`config.mk`:
```
export PLATFORM = sky130hd
export DESIGN_NAME = seq_addsub_multiplier_flat
export DESIGN_NICKNAME = d
export VERILOG_FILES = /design/src/rtl/seq_addsub_multiplier_if.sv /design/src/rtl/seq_addsub_multiplier.sv /design/src/flat_wrapper.sv
export SDC_FILE = /design/constraint.sdc
export NUM_CORES = 1
export LEC_CHECK = 0
export CAP_MARGIN = 20
export CORE_MARGIN = 2
export CORE_UTILIZATION = 35
export DETAILED_ROUTE_END_ITERATION = 8
export PLACE_DENSITY_LB_ADDON = 0.08
export SLEW_MARGIN = 40
export SYNTH_ARGS = -nofsm -noshare
export SYNTH_HDL_FRONTEND = slang
export SYNTH_SLANG_ARGS = --single-unit
```
`constraint.sdc`:
```
create_clock -name Clk -period 3.5 [get_ports Clk]
set_input_delay 0.525 -clock Clk [delete_from_list [all_inputs] [get_ports Clk]]
set_output_delay 0.525 -clock Clk [all_outputs]
set_load 0.05 [all_outputs]
```
`src/rtl/seq_addsub_multiplier_if.sv`:
```
// Handshake and operand/product bundle for the sequential add/sub multiplier.
interface seq_addsub_multiplier_if #(
  parameter int unsigned WIDTH = 8
);
  logic                 Start;
  logic                 Signed_mode;
  logic [WIDTH-1:0]     Multiplicand;
  logic [WIDTH-1:0]     Multiplier;
  logic                 Busy;
  logic                 Done;
  logic [2*WIDTH-1:0]   Product;

  modport master (
    output Start, Signed_mode, Multiplicand, Multiplier,
    input  Busy, Done, Product
  );

  modport slave (
    input  Start, Signed_mode, Multiplicand, Multiplier,
    output Busy, Done, Product
  );
endinterface

```
`src/rtl/seq_addsub_multiplier.sv`:
```
// Sequential shift-add multiplier, signed or unsigned, one partial product per
// clock through a WIDTH+1-bit add/subtract stage.
module seq_addsub_multiplier #(
  parameter int unsigned WIDTH = 8
) (
  input logic                   Clk,
  input logic                   Reset_n,
  seq_addsub_multiplier_if.slave bus
);

  localparam int unsigned CW = $clog2(WIDTH);
  localparam int unsigned PW = 2 * WIDTH;

  typedef enum logic [1:0] {IDLE, RUN, DONE} state_e;

  state_e           state_q, state_d;
  logic             x_q, x_d;
  logic [WIDTH-1:0] a_q, a_d;
  logic [WIDTH-1:0] b_q, b_d;
  logic [WIDTH-1:0] m_q, m_d;
  logic             sgn_q, sgn_d;
  logic [CW-1:0]    cnt_q, cnt_d;
  logic             busy_q, busy_d;
  logic             done_q, done_d;
  logic [PW-1:0]    product_q, product_d;

  logic             last_step_c;
  logic             sub_c;
  logic [WIDTH:0]   ext_a_c, ext_m_c, addend_c, sum_c;

  // Add/subtract stage: the final signed step subtracts M to weight Q's sign bit negatively.
  always_comb begin
    last_step_c = (cnt_q == CW'(WIDTH - 1));
    sub_c       = last_step_c & sgn_q;
    ext_a_c     = sgn_q ? {x_q, a_q} : {1'b0, a_q};
    ext_m_c     = sgn_q ? {m_q[WIDTH-1], m_q} : {1'b0, m_q};
    addend_c    = '0;
    if (b_q[0]) begin
      addend_c = sub_c ? ~ext_m_c : ext_m_c;
    end
    sum_c = ext_a_c + addend_c + {{WIDTH{1'b0}}, b_q[0] & sub_c};
  end

  always_comb begin
    state_d   = state_q;
    x_d       = x_q;
    a_d       = a_q;
    b_d       = b_q;
    m_d       = m_q;
    sgn_d     = sgn_q;
    cnt_d     = cnt_q;
    busy_d    = busy_q;
    done_d    = 1'b0;
    product_d = product_q;

    case (state_q)
      IDLE: begin
        if (bus.Start) begin
          m_d     = bus.Multiplicand;
          b_d     = bus.Multiplier;
          sgn_d   = bus.Signed_mode;
          a_d     = '0;
          x_d     = 1'b0;
          cnt_d   = '0;
          busy_d  = 1'b1;
          state_d = RUN;
        end
      end
      RUN: begin
        // Right shift of {S, B}; in unsigned mode the carry lands in A's MSB and X stays 0.
        x_d   = sgn_q ? sum_c[WIDTH] : 1'b0;
        a_d   = sum_c[WIDTH:1];
        b_d   = {sum_c[0], b_q[WIDTH-1:1]};
        cnt_d = cnt_q + CW'(1);
        if (last_step_c) begin
          product_d = {sum_c[WIDTH:1], sum_c[0], b_q[WIDTH-1:1]};
          busy_d    = 1'b0;
          done_d    = 1'b1;
          state_d   = DONE;
        end
      end
      DONE: begin
        state_d = IDLE;
      end
      default: begin
        state_d = IDLE;
        busy_d  = 1'b0;
      end
    endcase
  end

  always_ff @(posedge Clk or negedge Reset_n) begin
    if (!Reset_n) begin
      state_q   <= IDLE;
      x_q       <= 1'b0;
      a_q       <= '0;
      b_q       <= '0;
      m_q       <= '0;
      sgn_q     <= 1'b0;
      cnt_q     <= '0;
      busy_q    <= 1'b0;
      done_q    <= 1'b0;
      product_q <= '0;
    end else begin
      state_q   <= state_d;
      x_q       <= x_d;
      a_q       <= a_d;
      b_q       <= b_d;
      m_q       <= m_d;
      sgn_q     <= sgn_d;
      cnt_q     <= cnt_d;
      busy_q    <= busy_d;
      done_q    <= done_d;
      product_q <= product_d;
    end
  end

  assign bus.Busy    = busy_q;
  assign bus.Done    = done_q;
  assign bus.Product = product_q;

endmodule

```
`src/flat_wrapper.sv`:
```
// flat-port wrapper written by rule: the top's interface ports become plain ports
module seq_addsub_multiplier_flat 
#(
  parameter int unsigned WIDTH = 8
)
  (Clk, Reset_n, bus_Start, bus_Signed_mode, bus_Multiplicand, bus_Multiplier, bus_Busy, bus_Done, bus_Product);
  seq_addsub_multiplier_if #(.WIDTH(WIDTH)) bus_i ();
  input logic Clk;
  input logic Reset_n;
  input wire logic [$bits(bus_i.Start)-1:0] bus_Start;
  input wire logic [$bits(bus_i.Signed_mode)-1:0] bus_Signed_mode;
  input wire logic [$bits(bus_i.Multiplicand)-1:0] bus_Multiplicand;
  input wire logic [$bits(bus_i.Multiplier)-1:0] bus_Multiplier;
  output wire logic [$bits(bus_i.Busy)-1:0] bus_Busy;
  output wire logic [$bits(bus_i.Done)-1:0] bus_Done;
  output wire logic [$bits(bus_i.Product)-1:0] bus_Product;
  assign bus_i.Start = bus_Start;
  assign bus_i.Signed_mode = bus_Signed_mode;
  assign bus_i.Multiplicand = bus_Multiplicand;
  assign bus_i.Multiplier = bus_Multiplier;
  assign bus_Busy = bus_i.Busy;
  assign bus_Done = bus_i.Done;
  assign bus_Product = bus_i.Product;
  seq_addsub_multiplier #(.WIDTH(WIDTH)) u_core (.Clk(Clk), .Reset_n(Reset_n), .bus(bus_i));
endmodule
```
== Word level (Yosys, flattened, before mapping) ==
Index checks and enable logic that the tools add are counted.
Word-level totals
  output and inout bits: 18
  bits of input ports: 20
  register bits: 49
  logic and storage cells: 50
Operators by class
  eq/ne operators: 5
  add/subtract/negate cells: 3
  mux-type cells: 21
  reductions and logical operators: 7
  bitwise logic cells: 4
Operators by type and width (number)
  two-way mux 9 bit: 4
  one-hot mux 8 bit (2 select lines): 2
  two-way mux 8 bit: 2
  adder 9 x 1 -> 9 bit: 1
  adder 9 bit: 1
  NOT 9 bit: 1
  AND reduction 2 bit: 4
  two-way mux 1 bit: 6
  one-hot mux 3 bit (2 select lines): 1
  two-way mux 2 bit: 2
  one-hot mux 2 bit (2 select lines): 1
  adder 3 x 1 -> 3 bit, second input constant: 1
  == test 3 bit, second input constant: 1
  two-way mux 3 bit: 1
  one-hot mux 1 bit (3 select lines): 1
  AND reduction 3 bit: 1
  AND 1 bit: 2
  == test 2 x 1 -> 1 bit, second input constant: 1
  == test 2 bit, second input constant: 1
  zero test 2 bit: 1
  != test 2 x 1 -> 1 bit, second input constant: 1
  != test 2 bit, second input constant: 1
  one-hot mux 1 bit (2 select lines): 1
  nonzero test 2 bit: 1
  NOT 1 bit: 1

== Logic depth before layout (Yosys ltp) ==
Gate-level depths: netlist (run 1).
  depth after elaboration: 8
  gate-level depth with buffers: 14
  depth with buffers taken out: 13

== Least setup slack after synthesis (run 1) ==
No wires, ideal clock.
  path kind: register to register
  start point: register u_core.cnt_q[0]
  end point: register u_core.a_q[6]
  stages on the path, launching flop included: 13
  buffers on the path: 1
  clock period less this slack: 2.985 ns
  slack: 0.515 ns
  arrival: 2.863 ns
  library setup time: 0.122 ns
  path through: dfrtp_1 -> ha_1 -> ha_1 -> clkbuf_1 -> nand2_1 -> xnor2_1 -> and2_1 -> ha_1 -> a21o_1 -> a21o_1 -> a21o_1 -> or3_1 -> a32o_1
Between the ends
  word-level cells in the longest chain between the ends: 7
Ends and longest elaborated chain
  from (decl): line seq_addsub_multiplier.sv:22  | logic [CW-1:0] cnt_q, cnt_d;
  from (signal assigned): line seq_addsub_multiplier.sv:111  | cnt_q <= cnt_d;
  == test 3 bit (*): line seq_addsub_multiplier.sv:33  | last_step_c = (cnt_q == CW'(WIDTH - 1));
  AND 1 bit (*): line seq_addsub_multiplier.sv:34  | sub_c = last_step_c & sgn_q;
  two-way mux 9 bit: line seq_addsub_multiplier.sv:39  | addend_c = sub_c ? ~ext_m_c : ext_m_c;
  two-way mux 9 bit: line seq_addsub_multiplier.sv:38  | if (b_q[0]) begin
  adder 9 bit: line seq_addsub_multiplier.sv:41  | sum_c = ext_a_c + addend_c + {{WIDTH{1'b0}}, b_q[0] & sub_c};
  adder 9 x 1 -> 9 bit (*): line seq_addsub_multiplier.sv:41
  one-hot mux 8 bit (2 select lines) (*): line seq_addsub_multiplier.sv:56  | case (state_q)
  to (signal assigned): line seq_addsub_multiplier.sv:96  | a_q <= '0;
  to (signal assigned): line seq_addsub_multiplier.sv:107  | a_q <= a_d;
  to (decl): line seq_addsub_multiplier.sv:18  | logic [WIDTH-1:0] a_q, a_d;
Every way passes the cells marked *; elsewhere a longest branch is shown, timed or not.
A chain may end at the register's enable or synchronous reset.

== Final worst setup path (run 1) ==
  start point: register u_core.cnt_q[0]
  end point: register u_core.a_q[7]
Same word-level chain as after synthesis.

==> key figures, run 1 <==
Outcome
  – Status: completed

STA
  – Max-Slew Margin vs Limit: 66.59%
  – Final slew viol count: 0
  – Final hold slack: 70.00 ps
  – Setup Skew: 5.967 ps
  – Slew @ Worst Pin: 499.6 ps
  – Period utilization: 87.53%
  – Final min period: 3064 ps
  – Fin Setup TNS: 0 ps
  – RSZ-0062 raised after global routing: false
  – Final Hold Vio Count: 0
  – Peak Freq: 0.3264 GHz
  – Final Setup Violations: 0

Placement
  – Number of I/O port buffers: 37
  – HPWL after detailed placement: 3648 µm
  – Routability cong.: 0.8446

Final layout
  – Layout cells sized above 1: 10.11%
  – Multi-input gate area: 0.001134 mm²
  – Filler Cell Count: 676
  – Ant. Diodes: 0
  – FF+latch area: 0.001226 mm²
  – Nets@finish: 308
  – Area grow syn2layout: 24.25%

Synthesis
  – Yosys warns: 0
  – Cell variety after synth: 32
  – Seq cells post-synth: 49
  – Average size of a mapped cell: 10.21 µm²
  – Register area share after synthesis: 50.67%
  – Syn nets: 268
  – Cell Area, Synth: 0.002420 mm²
  – Synthesized instance count: 237

CTS
  – Worst-Skew Late Latency: 300 ps
  – Root Buffer: clkbuf_8
  – CTS tree: yes
  – TritonCTS Buffers: 5
  – Sink Count: 49
  – H-tree levels: 2
  – Clock Tree Buf Depth: 2
  – Reg clk slew, reported paths: 90 ps

Power
  – PwrDens: 933.1 mW/mm²
  – Leakage: 1.394 nW
  – Max VDD drop: 367.7 µV
  – Overall Power: 2.806 mW

Global routing
  – Largest net degree at the start of global routing: 32
  – First-pass GRT wire length: 8838 µm
  – GR Util met1: 22.17%
  – GRT busiest layer: met2
  – Initial antenna violation count: 0
  – GRT Total Usage: 15.14%
  – Met3 usage: 2.275%
  – Routing usage on met2: 22.28%
  – GRT overflow: 0
  – Number of global-route vias before repair: 1761

Critical path
  – Cells along the critical path: ha_1 -> ha_1 -> nand2_2 -> xnor2_1 -> nand2_1 -> fa_1 -> inv_1 -> fa_1 -> a21o_1 -> a21oi_1 -> o21ai_0 -> xnor2_1 -> o21ai_0
  – Worst path depth: 13
  – CP Buf/Inv Count: 1
  – CP top delay family: adder cells
  – Worst r2r dst: u_core.a_q[7]
  – Worst Path Max Fanout: 8
  – Critical path's largest stage delay: 400 ps
  – Startpoint Class: register
  – Crit end category: register
  – Critical Path Sink: u_core.a_q[7]
  – Critical path origin: u_core.cnt_q[0]
  – FF-to-FF Start: u_core.cnt_q[0]
  – Critical Path RT: 3670 ps
  – FF-to-FF setup slack: 440 ps
  – Crit path max-delay cell type: fa_1
  – WP data arrival: 3230 ps
  – R2R cell count: 13
  – Critical path type: register to register

Die
  – Initial Util: 35.81%
  – Die area: 0.007595 mm²
  – CORE AREA: 0.006756 mm²
  – DIE HEIGHT: 87.15 µm
  – Site Rows: 30
  – Chip Width: 87.15 µm
  – # IOs: 38

Route
  – Via count: 1796
  – WL final: 5217 µm
  – DRC errors left: 0
  – Vias per cell: 5.031
  – Iter 0 DRT Violations: 81
  – Drt wl/cell: 14.61 µm
  – Final antenna-violating net count: 0
  – Pre-Repair DR Iteration Count: 4

Worst hold path
  – Min-delay worst type: primary input to async pin

Job
  – Max cap viols: 0
-- worst register-to-register path, cell delays in order, from the launching register on --
cell	delay, ps
dfrtp_1	370
ha_1	150
ha_1	280
nand2_2	230
xnor2_1	180
nand2_1	90
fa_1	190
inv_1	50
fa_1	400
a21o_1	190
a21oi_1	280
o21ai_0	190
xnor2_1	230
o21ai_0	110
-- stage by stage --
step / utilization, % / cell area, µm² / std cells / setup slack [ps]
after floorplan: - / 2420 / 237 / 515.2
after global placement: 42.72 / 2887 / 349 / 393.5
after detailed placement: 42.72 / 2887 / 349 / 288.2
after CTS: 44.06 / 2977 / 356 / 278.9
after global routing: 44.50 / 3007 / 357 / 125.1
final: 44.50 / 3007 / 357 / 436.4
-- area by class of cell --
| type | count | area share (%) |
|---|---|---|
| sequential | 49 | 40.78 |
| multi-input combinational | 172 | 37.70 |
| inverter | 5 | 0.6242 |
| clock buffer | 6 | 2.747 |
| clock inverter | 1 | 0.2497 |
| timing repair buffer | 44 | 14.57 |
| tap | 80 | 3.329 |
-- per-layer routing --
metal | vias up | wire (µm)
li1 | 887 | -
met1 | 865 | 2638
met2 | 32 | 2314
met3 | 12 | 139
met4 | 0 | 125
met5 | - | 0
-- cells by family after synthesis --
family / count (synthesis) / synth area share, %
XOR/XNOR: 14 / 5.067
AND/OR/NAND/NOR: 76 / 14.48
multiplexers: 12 / 5.533
flip-flops: 49 / 50.67
AO/OA/AOI/OAI: 59 / 15.36
adder cells (fa/ha/maj): 11 / 6.308
buffers and inverters: 16 / 2.585
-- synth_stat cells --
cell type,count,area (µm²)
nand4_1,1,6.260
nor2b_1,11,68.82
and3b_1,1,8.760
o21ai_0,21,105.1
nor2_1,3,11.26
buf_2,2,10.01
mux2_2,11,123.9
a32o_1,1,10.01
a211oi_1,1,7.510
nand3_1,1,5.000
fa_1,2,40.04
ha_1,9,112.6
nand2_1,47,176.4
a31oi_1,1,6.260
xor2_1,2,17.52
dfrtp_1,49,1226
o21bai_1,3,22.52
and2_1,8,50.05
mux2i_1,1,10.01
xnor2_1,12,105.1
a22o_1,5,43.79
inv_1,5,18.77
a22oi_1,6,45.04
a31o_2,1,8.760
a21oi_1,11,55.05
a21o_1,6,45.04
o21a_1,1,7.510
nor3_1,1,5.000
or3_1,1,6.260
nand2b_1,2,12.51
o31ai_1,2,15.01
clkbuf_1,9,33.78
-- sequential cells by signal, summed over array words and instances (netlist names) --
signal / count
u_core.bus.Done: 1
u_core.m_q: 8
u_core.bus.Busy: 1
u_core.b_q: 8
u_core.bus.Product: 16
u_core.state_q: 2
u_core.a_q: 8
u_core.cnt_q: 3
u_core.x_q: 1
u_core.sgn_q: 1
-- report_power, final --
| group | internal, mW | switching [mW] |
|---|---|---|
| logic | 0.608 | 0.819 |
| clock network | 0.157 | 0.191 |
| registers | 0.824 | 0.208 |
-- cell usage in the layout (no fill, tap or decap), drive strengths merged, types with 5 or more instances in the layout --
cell type	netlist	final
a21o	6	6
a21oi	11	11
a22o	5	5
a22oi	6	6
and2	8	8
buf	2	8
clkbuf	9	6
clkdlybuf4s50	0	36
dfrtp	49	49
ha	9	9
inv	5	5
mux2	11	11
nand2	47	47
nor2b	11	11
o21ai	21	21
xnor2	12	12
-- worst min-delay path by stage --
| stage | from | end | slack (ps) | depth (start not counted) |
|---|---|---|---|---|
| 2_1_floorplan | Reset_n | u_core.a_q[0] | 230 | 0 |
| 3_3_place_gp | u_core.bus.Product[0] | u_core.bus.Product[0] | 460 | 2 |
| 3_5_place_dp | u_core.bus.Product[0] | u_core.bus.Product[0] | 460 | 2 |
| 4_1_cts | Reset_n | u_core.bus.Product[8] | 290 | 1 |
| 5_1_grt | Reset_n | u_core.state_q[0] | 60 | 1 |
| 6_report | Reset_n | u_core.state_q[0] | 70 | 1 |
-- timing repair --
item,in CTS,in global routing
setup endpoints to repair,0,2
buffers inserted,0,0
hold buffers,0,0
resized for setup,0,1
No activity file was read; power rests on OpenSTA's default activity.
==> run 2: changes to the inputs <==
==> constraint.sdc (replaced) <==
create_clock -name Clk -period 3.3 [get_ports Clk]
set_input_delay 0.495 -clock Clk [delete_from_list [all_inputs] [get_ports Clk]]
set_output_delay 0.495 -clock Clk [all_outputs]
set_load 0.05 [all_outputs]
==> run 2 against run 1 <==
  * Design area down 0.12%
  * Largest power group unchanged
  * Sequential share of layout area rose by 0.051 points
  * Via count grew 0.89%
  * Worst setup slack got worse by 64 ps
  * Largest cell class unchanged
==> key figures, run 2 (synthesized netlist as in run 1, its figures left out) <==
STA
  – Final Hold Vio Count: 0 (unchanged)
  – Slew @ Worst Pin: 725.2 ps (was 499.6 ps)
  – Fin Setup TNS: 0 ps (unchanged)
  – Final min period: 2928 ps (was 3064 ps)
  – Final hold slack: 245.0 ps (was 70.00 ps)
  – RSZ-0062 raised after global routing: false (unchanged)
  – Final slew viol count: 0 (unchanged)
  – Setup Skew: 8.058 ps (was 5.967 ps)
  – Peak Freq: 0.3415 GHz (was 0.3264 GHz)
  – Final Setup Violations: 0 (unchanged)
  – Max-Slew Margin vs Limit: 51.66% (was 66.59%)
  – Period utilization: 88.73% (was 87.53%)

Placement
  – Number of I/O port buffers: 37 (unchanged)
  – Placement Cell Area: 0.002902 mm² (was 0.002887 mm²)
  – Routability cong.: 0.8561 (was 0.8446)
  – HPWL after detailed placement: 3882 µm (was 3648 µm)
  – Placed Instances: 351 (was 349)

CTS
  – CTS resizes: 0 (unchanged)
  – # Post-CTS Setup Buffers: 0 (unchanged)
  – TritonCTS Buffers: 5 (unchanged)
  – Worst-Skew Late Latency: 300 ps (about the same)
  – Sink Count: 49 (unchanged)
  – H-tree levels: 2 (unchanged)
  – Root Buffer: clkbuf_8 (unchanged)
  – Clock Tree Buf Depth: 2 (unchanged)
  – Reg clk slew, reported paths: 90 ps (about the same)
  – CTS tree: yes (unchanged)
  – Hold_buf cts: 0 (unchanged)

Final layout
  – Nets@finish: 309 (was 308)
  – Most frequent cells in the layout: dfrtp_1 (49), nand2_1 (47), clkdlybuf4s50_1 (36) (was dfrtp_1 (49), nand2_1 (46), clkdlybuf4s50_1 (36))
  – Filler Cell Count: 662 (was 676)
  – Area grow syn2layout: 24.10% (was 24.25%)
  – Layout cells sized above 1: 10.39% (was 10.11%)
  – Final Instance Area: 0.003003 mm² (was 0.003007 mm²)
  – Max FFs per register: 16 (unchanged)
  – Ant. Diodes: 0 (unchanged)
  – Final Instance Count excl. Fillers: 359 (was 357)
  – Leading cell type in the layout, fill and taps excluded: dfrtp_1 (unchanged)
  – Post-layout util: 44.44% (was 44.50%)

Route
  – Vias per cell: 5.047 (was 5.031)
  – Drt wl/cell: 15.26 µm (was 14.61 µm)
  – Pre-Repair DR Iteration Count: 4 (unchanged)
  – DRC errors left: 0 (unchanged)
  – Iter 0 DRT Violations: 71 (was 81)
  – WL final: 5478 µm (was 5217 µm)
  – Final antenna-violating net count: 0 (unchanged)
  – Via count: 1812 (was 1796)

Die
  – # IOs: 38 (unchanged)
  – DIE HEIGHT: 87.15 µm (unchanged)
  – Site Rows: 30 (unchanged)
  – Die area: 0.007595 mm² (unchanged)
  – CORE AREA: 0.006756 mm² (unchanged)
  – Chip Width: 87.15 µm (unchanged)
  – Initial Util: 35.81% (unchanged)

Critical path
  – WP data arrival: 3110 ps (was 3230 ps)
  – Critical Path RT: 3480 ps (was 3670 ps)
  – Startpoint Class: register (unchanged)
  – Worst Path Max Fanout: 4 (was 8)
  – Critical path type: register to register (unchanged)
  – Crit end category: register (unchanged)

Global routing
  – Largest net degree at the start of global routing: 32 (unchanged)
  – GR Util met1: 22.24% (was 22.17%)
  – GRT busiest layer: met2 (unchanged)
  – Routing usage on met2: 24.15% (was 22.28%)
  – Initial antenna violation count: 0 (unchanged)
  – Number of global-route vias before repair: 1835 (was 1761)
  – GRT Total Usage: 15.87% (was 15.14%)
  – Met3 usage: 3.507% (was 2.275%)
  – GRT overflow: 0 (unchanged)
  – First-pass GRT wire length: 9177 µm (was 8838 µm)

Power
  – Max VDD drop: 361.3 µV (was 367.7 µV)
  – PwrDens: 1001 mW/mm² (was 933.1 mW/mm²)
  – Leakage: 1.401 nW (was 1.394 nW)

Worst hold path
  – Min-delay worst type: primary input to async pin (unchanged)

Outcome
  – Status: completed (unchanged)

Job
  – Max cap viols: 0 (unchanged)
## run 2: changes by cell type in the layout (fill, tap and decap cells not counted), sizes merged
| cell | before | now |
|---|---|---|
| clkbuf | 6 | 7 |
| clkinvlp | 1 | 0 |
| clkinv | 0 | 1 |
| buf | 8 | 9 |
## run 2: layout make-up
class / instances / area, µm² / share of cell area (%)
clock buffers: 7 / 96.34 / 3.208
clock inverters: 1 / 5.005 / 0.1667
inverters: 5 / 18.77 / 0.6250
multi-input cells: 172 / 1131 / 37.67
flip-flops and latches: 49 / 1226 / 40.83
well taps: 80 / 100.1 / 3.333
repair buffers: 45 / 425.4 / 14.17
## run 2: per-layer routing
metal	vias up	part of all wire, %
met5	-	0
met4	0	1.6
li1	887	-
met2	28	47
met1	889	49
met3	8	2.5
## run 2: path summary, 6_finish.rpt
kind / from / endpoint / slack [ps] / depth (start not counted)
max: u_core.cnt_q[0] / u_core.x_q / 370 / 13
min: Reset_n / u_core.bus.Product[8] / 250 / 1
max reg2reg: u_core.cnt_q[0] / u_core.x_q / 370 / 13
min reg2reg: u_core.bus.Product[0] / u_core.bus.Product[0] / 480 / 2
max in group asynchronous: Reset_n / u_core.bus.Product[14] / 2340 / 2
min in group Clk: u_core.bus.Product[0] / u_core.bus.Product[0] / 480 / 2
## run 2: power breakdown
part           internal, mW  switching [mW]  total [mW]
combinational         0.645           0.871        1.52
clock                 0.190           0.198       0.388
sequential            0.874           0.227        1.10
total                  1.71            1.30        3.00
## run 2: metrics by stage
step                power, mW  worst slack (ps)
finish                  3.005             371.9
global route            3.250             98.30
CTS                     3.051             363.9
detailed placement      2.645             370.0
global placement        2.635             488.6
floorplan               2.153             315.2
## run 2: worst max-delay path: stages (launching register included)
cell	delay (ps)
dfrtp_1	400
ha_1	200
ha_1	190
nand2_1	180
xnor2_1	90
nand2_1	90
fa_1	200
inv_1	60
fa_1	400
a21o_1	190
a21oi_1	290
o21ai_0	190
xnor2_1	230
o21ai_0	120
